--- src/rtl/regfile_wr_arb_pkg.sv ---
// rtl/regfile_wr_arb_pkg.sv - shared widths, requester encoding and constants for the register-file write arbiter
package regfile_wr_arb_pkg;

  localparam int ADDR_W = 5;
  localparam int DATA_W = 32;
  localparam int N_REQ  = 2;

  typedef enum logic {
    REQ_ALU = 1'b0,
    REQ_MEM = 1'b1
  } req_idx_e;

  localparam logic [ADDR_W-1:0] ZERO_REG = '0;

endpackage

--- src/rtl/regfile_wr_arb_if.sv ---
// rtl/regfile_wr_arb_if.sv - producer request/grant signals and the register-file write port
interface regfile_wr_arb_if;
  import regfile_wr_arb_pkg::*;

  logic              Hold;
  logic              Alu_req;
  logic [ADDR_W-1:0] Alu_wr;
  logic [DATA_W-1:0] Alu_d;
  logic              Alu_gnt;
  logic              Mem_req;
  logic [ADDR_W-1:0] Mem_wr;
  logic [DATA_W-1:0] Mem_d;
  logic              Mem_gnt;
  logic [ADDR_W-1:0] Wr;
  logic [DATA_W-1:0] D;
  logic              We;

  modport master (
    output Hold, Alu_req, Alu_wr, Alu_d, Mem_req, Mem_wr, Mem_d,
    input  Alu_gnt, Mem_gnt, Wr, D, We
  );

  modport slave (
    input  Hold, Alu_req, Alu_wr, Alu_d, Mem_req, Mem_wr, Mem_d,
    output Alu_gnt, Mem_gnt, Wr, D, We
  );

endinterface

--- src/rtl/regfile_arb_pick.sv ---
// rtl/regfile_arb_pick.sv - combinational 2-way picker; on contention the requester named by ptr_i wins
module regfile_arb_pick
  import regfile_wr_arb_pkg::*;
(
  input  logic [N_REQ-1:0] req_i,
  input  logic             hold_i,
  input  logic             clr_i,
  input  logic             ptr_i,
  output logic [N_REQ-1:0] gnt_o
);

  always_comb begin
    gnt_o = '0;
    if (!clr_i && !hold_i) begin
      if (req_i == 2'b11) begin
        gnt_o[ptr_i] = 1'b1;
      end else begin
        gnt_o = req_i;
      end
    end
  end

endmodule

--- src/rtl/regfile_wr_arb.sv ---
// rtl/regfile_wr_arb.sv - register-file write-port arbiter (ALU vs load), r0 suppression, contention counter
// Build option REGFILE_ARB_RR_EN selects round-robin contention; otherwise Mem has fixed priority.
module regfile_wr_arb
  import regfile_wr_arb_pkg::*;
#(
  parameter int CNT_W = 16
) (
  input  logic             Clk,
  input  logic             Clr,
  regfile_wr_arb_if.slave  bus,
  output logic [CNT_W-1:0] Conf_cnt
);

  logic [N_REQ-1:0]  req;
  logic [N_REQ-1:0]  gnt;
  logic              both_req;
  logic              ptr;

  logic [ADDR_W-1:0] wr_q, wr_d;
  logic [DATA_W-1:0] d_q, d_d;
  logic              we_q, we_d;
  logic [CNT_W-1:0]  cnt_q, cnt_d;

  assign req      = {bus.Mem_req, bus.Alu_req};
  assign both_req = bus.Mem_req & bus.Alu_req;

`ifdef REGFILE_ARB_RR_EN
  logic ptr_q, ptr_d;

  // Contended grant went to ptr_q, so the loser is the other side.
  always_comb begin
    ptr_d = ptr_q;
    if (both_req && (gnt != '0)) begin
      ptr_d = ~ptr_q;
    end
  end

  always_ff @(posedge Clk) begin
    if (Clr) begin
      ptr_q <= REQ_ALU;
    end else begin
      ptr_q <= ptr_d;
    end
  end

  assign ptr = ptr_q;
`else
  assign ptr = REQ_MEM;
`endif

  regfile_arb_pick u_pick (
    .req_i  (req),
    .hold_i (bus.Hold),
    .clr_i  (Clr),
    .ptr_i  (ptr),
    .gnt_o  (gnt)
  );

  assign bus.Alu_gnt = gnt[REQ_ALU];
  assign bus.Mem_gnt = gnt[REQ_MEM];

  always_comb begin
    wr_d = wr_q;
    d_d  = d_q;
    we_d = 1'b0;
    if (gnt[REQ_MEM]) begin
      wr_d = bus.Mem_wr;
      d_d  = bus.Mem_d;
      we_d = (bus.Mem_wr != ZERO_REG);
    end else if (gnt[REQ_ALU]) begin
      wr_d = bus.Alu_wr;
      d_d  = bus.Alu_d;
      we_d = (bus.Alu_wr != ZERO_REG);
    end
  end

  always_comb begin
    cnt_d = cnt_q;
    if (both_req && (cnt_q != '1)) begin
      cnt_d = cnt_q + CNT_W'(1);
    end
  end

  always_ff @(posedge Clk) begin
    if (Clr) begin
      wr_q  <= '0;
      d_q   <= '0;
      we_q  <= 1'b0;
      cnt_q <= '0;
    end else begin
      wr_q  <= wr_d;
      d_q   <= d_d;
      we_q  <= we_d;
      cnt_q <= cnt_d;
    end
  end

  assign bus.Wr  = wr_q;
  assign bus.D   = d_q;
  assign bus.We  = we_q;
  assign Conf_cnt = cnt_q;

endmodule

--- src/flat_wrapper.sv ---
// flat-port wrapper written by rule: the top's interface ports become plain ports
module regfile_wr_arb_flat import regfile_wr_arb_pkg::*;
#(
  parameter int CNT_W = 16
)
  (Clk, Clr, Conf_cnt, bus_Hold, bus_Alu_req, bus_Alu_wr, bus_Alu_d, bus_Mem_req, bus_Mem_wr, bus_Mem_d, bus_Alu_gnt, bus_Mem_gnt, bus_Wr, bus_D, bus_We);
  regfile_wr_arb_if bus_i ();
  input  logic Clk;
  input  logic Clr;
  output logic [CNT_W-1:0] Conf_cnt;
  input wire logic [$bits(bus_i.Hold)-1:0] bus_Hold;
  input wire logic [$bits(bus_i.Alu_req)-1:0] bus_Alu_req;
  input wire logic [$bits(bus_i.Alu_wr)-1:0] bus_Alu_wr;
  input wire logic [$bits(bus_i.Alu_d)-1:0] bus_Alu_d;
  input wire logic [$bits(bus_i.Mem_req)-1:0] bus_Mem_req;
  input wire logic [$bits(bus_i.Mem_wr)-1:0] bus_Mem_wr;
  input wire logic [$bits(bus_i.Mem_d)-1:0] bus_Mem_d;
  output wire logic [$bits(bus_i.Alu_gnt)-1:0] bus_Alu_gnt;
  output wire logic [$bits(bus_i.Mem_gnt)-1:0] bus_Mem_gnt;
  output wire logic [$bits(bus_i.Wr)-1:0] bus_Wr;
  output wire logic [$bits(bus_i.D)-1:0] bus_D;
  output wire logic [$bits(bus_i.We)-1:0] bus_We;
  assign bus_i.Hold = bus_Hold;
  assign bus_i.Alu_req = bus_Alu_req;
  assign bus_i.Alu_wr = bus_Alu_wr;
  assign bus_i.Alu_d = bus_Alu_d;
  assign bus_i.Mem_req = bus_Mem_req;
  assign bus_i.Mem_wr = bus_Mem_wr;
  assign bus_i.Mem_d = bus_Mem_d;
  assign bus_Alu_gnt = bus_i.Alu_gnt;
  assign bus_Mem_gnt = bus_i.Mem_gnt;
  assign bus_Wr = bus_i.Wr;
  assign bus_D = bus_i.D;
  assign bus_We = bus_i.We;
  regfile_wr_arb #(.CNT_W(CNT_W)) u_core (.Clk(Clk), .Clr(Clr), .bus(bus_i), .Conf_cnt(Conf_cnt));
endmodule
--- config.mk ---
export PLATFORM = sky130hd
export DESIGN_NAME = regfile_wr_arb_flat
export DESIGN_NICKNAME = d
export VERILOG_FILES = /design/src/rtl/regfile_wr_arb_pkg.sv /design/src/rtl/regfile_wr_arb_if.sv /design/src/rtl/regfile_arb_pick.sv /design/src/rtl/regfile_wr_arb.sv /design/src/flat_wrapper.sv
export SDC_FILE = /design/constraint.sdc
export NUM_CORES = 1
export LEC_CHECK = 0
export CORE_MARGIN = 4
export CORE_UTILIZATION = 40
export CTS_BUF_LIST = sky130_fd_sc_hd__clkbuf_4 sky130_fd_sc_hd__clkbuf_8
export CTS_CLUSTER_SIZE = 24
export DETAILED_ROUTE_END_ITERATION = 8
export GPL_TIMING_DRIVEN = 0
export PLACE_DENSITY = 0.89
export SYNTH_ARGS = -nofsm -noshare
export SYNTH_HDL_FRONTEND = slang
export SYNTH_SLANG_ARGS = --single-unit
--- constraint.sdc ---
create_clock -name Clk -period 2.28 [get_ports Clk]
set_input_delay 0.342 -clock Clk [delete_from_list [all_inputs] [get_ports Clk]]
set_output_delay 0.342 -clock Clk [all_outputs]
set_load 0.1 [all_outputs]
==> summary.md <==
| Metric | Value |
|---|---|
| Gr usage total | `19.7%` |
| H-tree Lvls | `2` |
| CP Cell Sequence | `clkdlybuf4s50_1` |
| Number of hold buffers added after CTS | `0` |
| Hold WC Path Type | `register to register` |
| Final worst path period share | `96.5%` |
| Crit path time final | `2200 ps` |
| Drt via density | `5.33` |
| Die area | `7590 sq um` |
| Comb pwr share | `30.7%` |
| Clock sink count | `54` |
| Cell variety after synth | `34` |
| DPL Wire Length | `6080 microns` |
| Share of the synthesized area in the top cell type | `43.2%` |
| Worst-Margin Slew | `1000 ps` |
| Outcome | `complete, no violations` |
| Storage element area | `1110 sq um` |
| P_int | `1600 uW` |
| Syn_area_per_cell | `9.13 sq um` |
| Clock group share of total power | `27.3%` |
| CP peak stage delay | `1150 ps` |
| Core area | `5990 sq um` |
| First-pass GRT wire length | `12000 microns` |
| Peak supply drop | `0.379 mV` |
| Reg-to-Reg Start | `u_core.Conf_cnt[0]` |
| Antenna violations before repair | `0` |
| Pre-CTS setup slack | `-1120 ps` |
| Clock Skews | `12.5 ps` |
| Initial DRC count | `65` |
| Flop pwr share | `42.0%` |
| DRC viols | `0` |
| Hold Fails Final Rpt | `0` |
| HP Start | `u_core.Conf_cnt[3]` |
| Multi-input gate area | `1340 sq um` |
| Number of diodes | `0` |
| Post-Syn Instances | `274` |
| Max-cap violations | `0` |
| Fmax | `455 MHz` |
| R2R depth | `5` |
| Hold Path End | `u_core.Conf_cnt[3]` |
| Via count | `2620` |
| Die Ht | `87.1 microns` |
| Top delay family on crit path | `buffers and inverters` |
| Non-Filler Instances | `492` |
| Clk_lat worst skew | `300 ps` |
| Critical path fanouts, max | `7` |
| Largest cells by area after synthesis | `dfxtp_1 (43%), mux2i_1 (15%), a211oi_1 (11%)` |
| Nets@finish | `496` |
| Max Root-Sink Buffers | `2` |
| Filler cell count | `499` |
| Cts bufs inserted | `5` |
| RePlAce Congestion | `0.786` |
| Worst setup margin | `79.9 ps` |
| Worst reg2reg endpoint | `u_core.Conf_cnt[14]` |
| Final setup vio count | `0` |
| WP buf/inv | `1` |
| RSZ-0062 raised after global routing | `false` |
| Area leader, netlist | `dfxtp_1` |
| Final instance area | `4130 sq um` |
| Static leakage | `0.00140 uW` |
| Max-slew violation count | `0` |
| CP max stage cell | `clkdlybuf4s50_1` |
| Synth Warn # | `0` |
| Flops & latches, synth | `54` |
| Relative slew slack | `32.9%` |
| Register-to-register setup slack | `220 ps` |
| Final design utilization | `68.9%` |
| Vias in the first global route | `2513` |
| Root Buffer | `clkbuf_8` |
| Final ANT Viol Nets | `0` |
| PortBufs | `134` |
| Initial DRT Pass Iterations | `4` |
| Post-Route WL | `7630 microns` |
| DIE WIDTH | `87.1 microns` |
| Synth Net Count | `354` |
| Inst Count DP | `483` |
| Layout cells sized above 1 | `9.35%` |
| Net Switching | `807 uW` |
| CP required | `1940 ps` |
| Power per Cell Area | `583 nW/um^2` |
| WS Path Type | `register to primary output` |
| Clock transition at path regs | `100 ps` |
| Arr. time, crit path | `1860 ps` |
| Routed length per instance | `15.5 microns` |
| Startpoint Class | `register` |
| Site Rows | `28` |
| Final global-route overflow total | `0` |
| Initial Util | `41.8%` |
| Switch share | `33.6%` |
| Num ports | `135` |
| CTS tree | `yes` |
| Largest net degree at the start of global routing | `16` |
| Mapped Area | `2500 sq um` |
| Placed Area | `3980 sq um` |
| Seq/Total Area, Yosys | `43.2%` |
| Area Growth Syn to Fin | `65.0%` |
| Worst hold path depth | `2` |
| CP Capture Type | `primary output` |
[final cells by class]
cell class                 instances  area share, %
inverter                           2          0.182
buffer                            22           2.49
multi-input combinational        196           32.4
sequential                        54           26.8
clock inverter                     1          0.727
timing repair buffer             135           33.1
clock buffer                       7           2.03
tap                               75           2.27
[sequential cells by signal, indices dropped and copies added (netlist names)]
| name | cells |
|---|---|
| u_core.bus.D | 32 |
| u_core.Conf_cnt | 16 |
| u_core.bus.We | 1 |
| u_core.bus.Wr | 5 |
[synthesized netlist by cell type]
master,count
dfxtp_1,54
nor2_1,45
mux2i_1,37
a211oi_1,36
clkbuf_1,15
a21oi_1,12
o21ai_0,8
or4_1,8
nand2_1,6
o31ai_1,6
or3_1,6
buf_2,5
nand3_1,5
nand4_1,5
nor4_1,3
and2_1,2
inv_1,2
mux2_2,2
nor4b_1,2
a222oi_1,1
a311oi_1,1
and4_1,1
buf_1,1
buf_4,1
ha_1,1
mux2_1,1
nand2_2,1
nand3b_1,1
nor2b_1,1
nor3_1,1
nor4_4,1
o21a_1,1
o21bai_1,1
or2_1,1
[worst register-to-register path: stages, from the launching register on]
cell and delay, ps:
dfxtp_4 380, ha_1 210, nand4_1 230, or3_1 400, nor4b_1 370, mux2_2 370
[power groups by stage]
stage | logic (uW) | clock network [uW] | registers, uW
floorplan | 145 | 0 | 1350
global placement | 729 | 0 | 1030
detailed placement | 736 | 0 | 1030
CTS | 742 | 667 | 1010
global route | 774 | 706 | 1020
finish | 738 | 658 | 1010
[metrics by stage]
step                      hold WS [ps]  TNS [ps]  total power [uW]
after floorplan                    478         0              1500
after global placement             477     -2450              1760
after detailed placement           482     -3620              1770
after CTS                          498         0              2420
after global routing               519         0              2500
final                              502         0              2410
[timing repair]
item,in CTS,in global routing
setup buffers,0,1
setup endpoints to repair,2,4
gates resized for setup,15,3
[per-layer routing]
metal | vias up | share of wire (%) | wire, microns | global-route usage, %
met5 | - | 0 | 0 | 0
li1 | 1300 | - | - | -
met3 | 6 | 10 | 763 | 6.15
met4 | 0 | 0.79 | 60 | 3.91
met1 | 1204 | 40 | 3020 | 23.9
met2 | 110 | 50 | 3790 | 34.4
[how the worst max path moves through the flow]
stage,start,endpoint,cells after the start
2_1_floorplan,u_core.Conf_cnt[1],u_core.Conf_cnt[14],5
3_3_place_gp,Clr,bus_Mem_gnt,7
3_5_place_dp,Clr,bus_Mem_gnt,7
4_1_cts,Clr,bus_Mem_gnt,7
5_1_grt,u_core.Conf_cnt[7],Conf_cnt[7],1
6_report,u_core.Conf_cnt[7],Conf_cnt[7],1
[placed cells by master (no fill, tap or decap), drive strengths merged]
| master | count |
|---|---|
| nor2b | 1 |
| inv | 2 |
| o31ai | 6 |
| ha | 1 |
| nor2 | 45 |
| dfxtp | 54 |
| nand3b | 1 |
| nand3 | 5 |
| o21ai | 8 |
| nand2 | 7 |
| bufinv | 1 |
| and4 | 1 |
| or3 | 6 |
| a211oi | 36 |
| or2 | 1 |
| mux2i | 37 |
| or4 | 8 |
| nand4 | 5 |
| nor3 | 1 |
| o21bai | 1 |
| dlymetal6s2s | 2 |
| clkbuf | 22 |
| clkdlybuf4s15 | 1 |
| clkdlybuf4s50 | 130 |
| a21oi | 12 |
| a222oi | 1 |
| a311oi | 1 |
| o21a | 1 |
| nor4 | 4 |
| mux2 | 3 |
| and2 | 2 |
| nor4b | 2 |
| buf | 9 |
[cells by family (layout without fill, tap and decap cells)]
kind of cell | after synthesis | in the layout | share of synthesized area [%]
DFF | 54 | 54 | 43.2
and+or+nand+nor | 89 | 89 | 18.2
muxes | 40 | 40 | 16.2
buffers and inverters | 24 | 167 | 4.00
adders and majority gates | 1 | 1 | 0.500
AOI/OAI and AO/OA | 66 | 66 | 18.0
(Power assumes the default switching activity.)
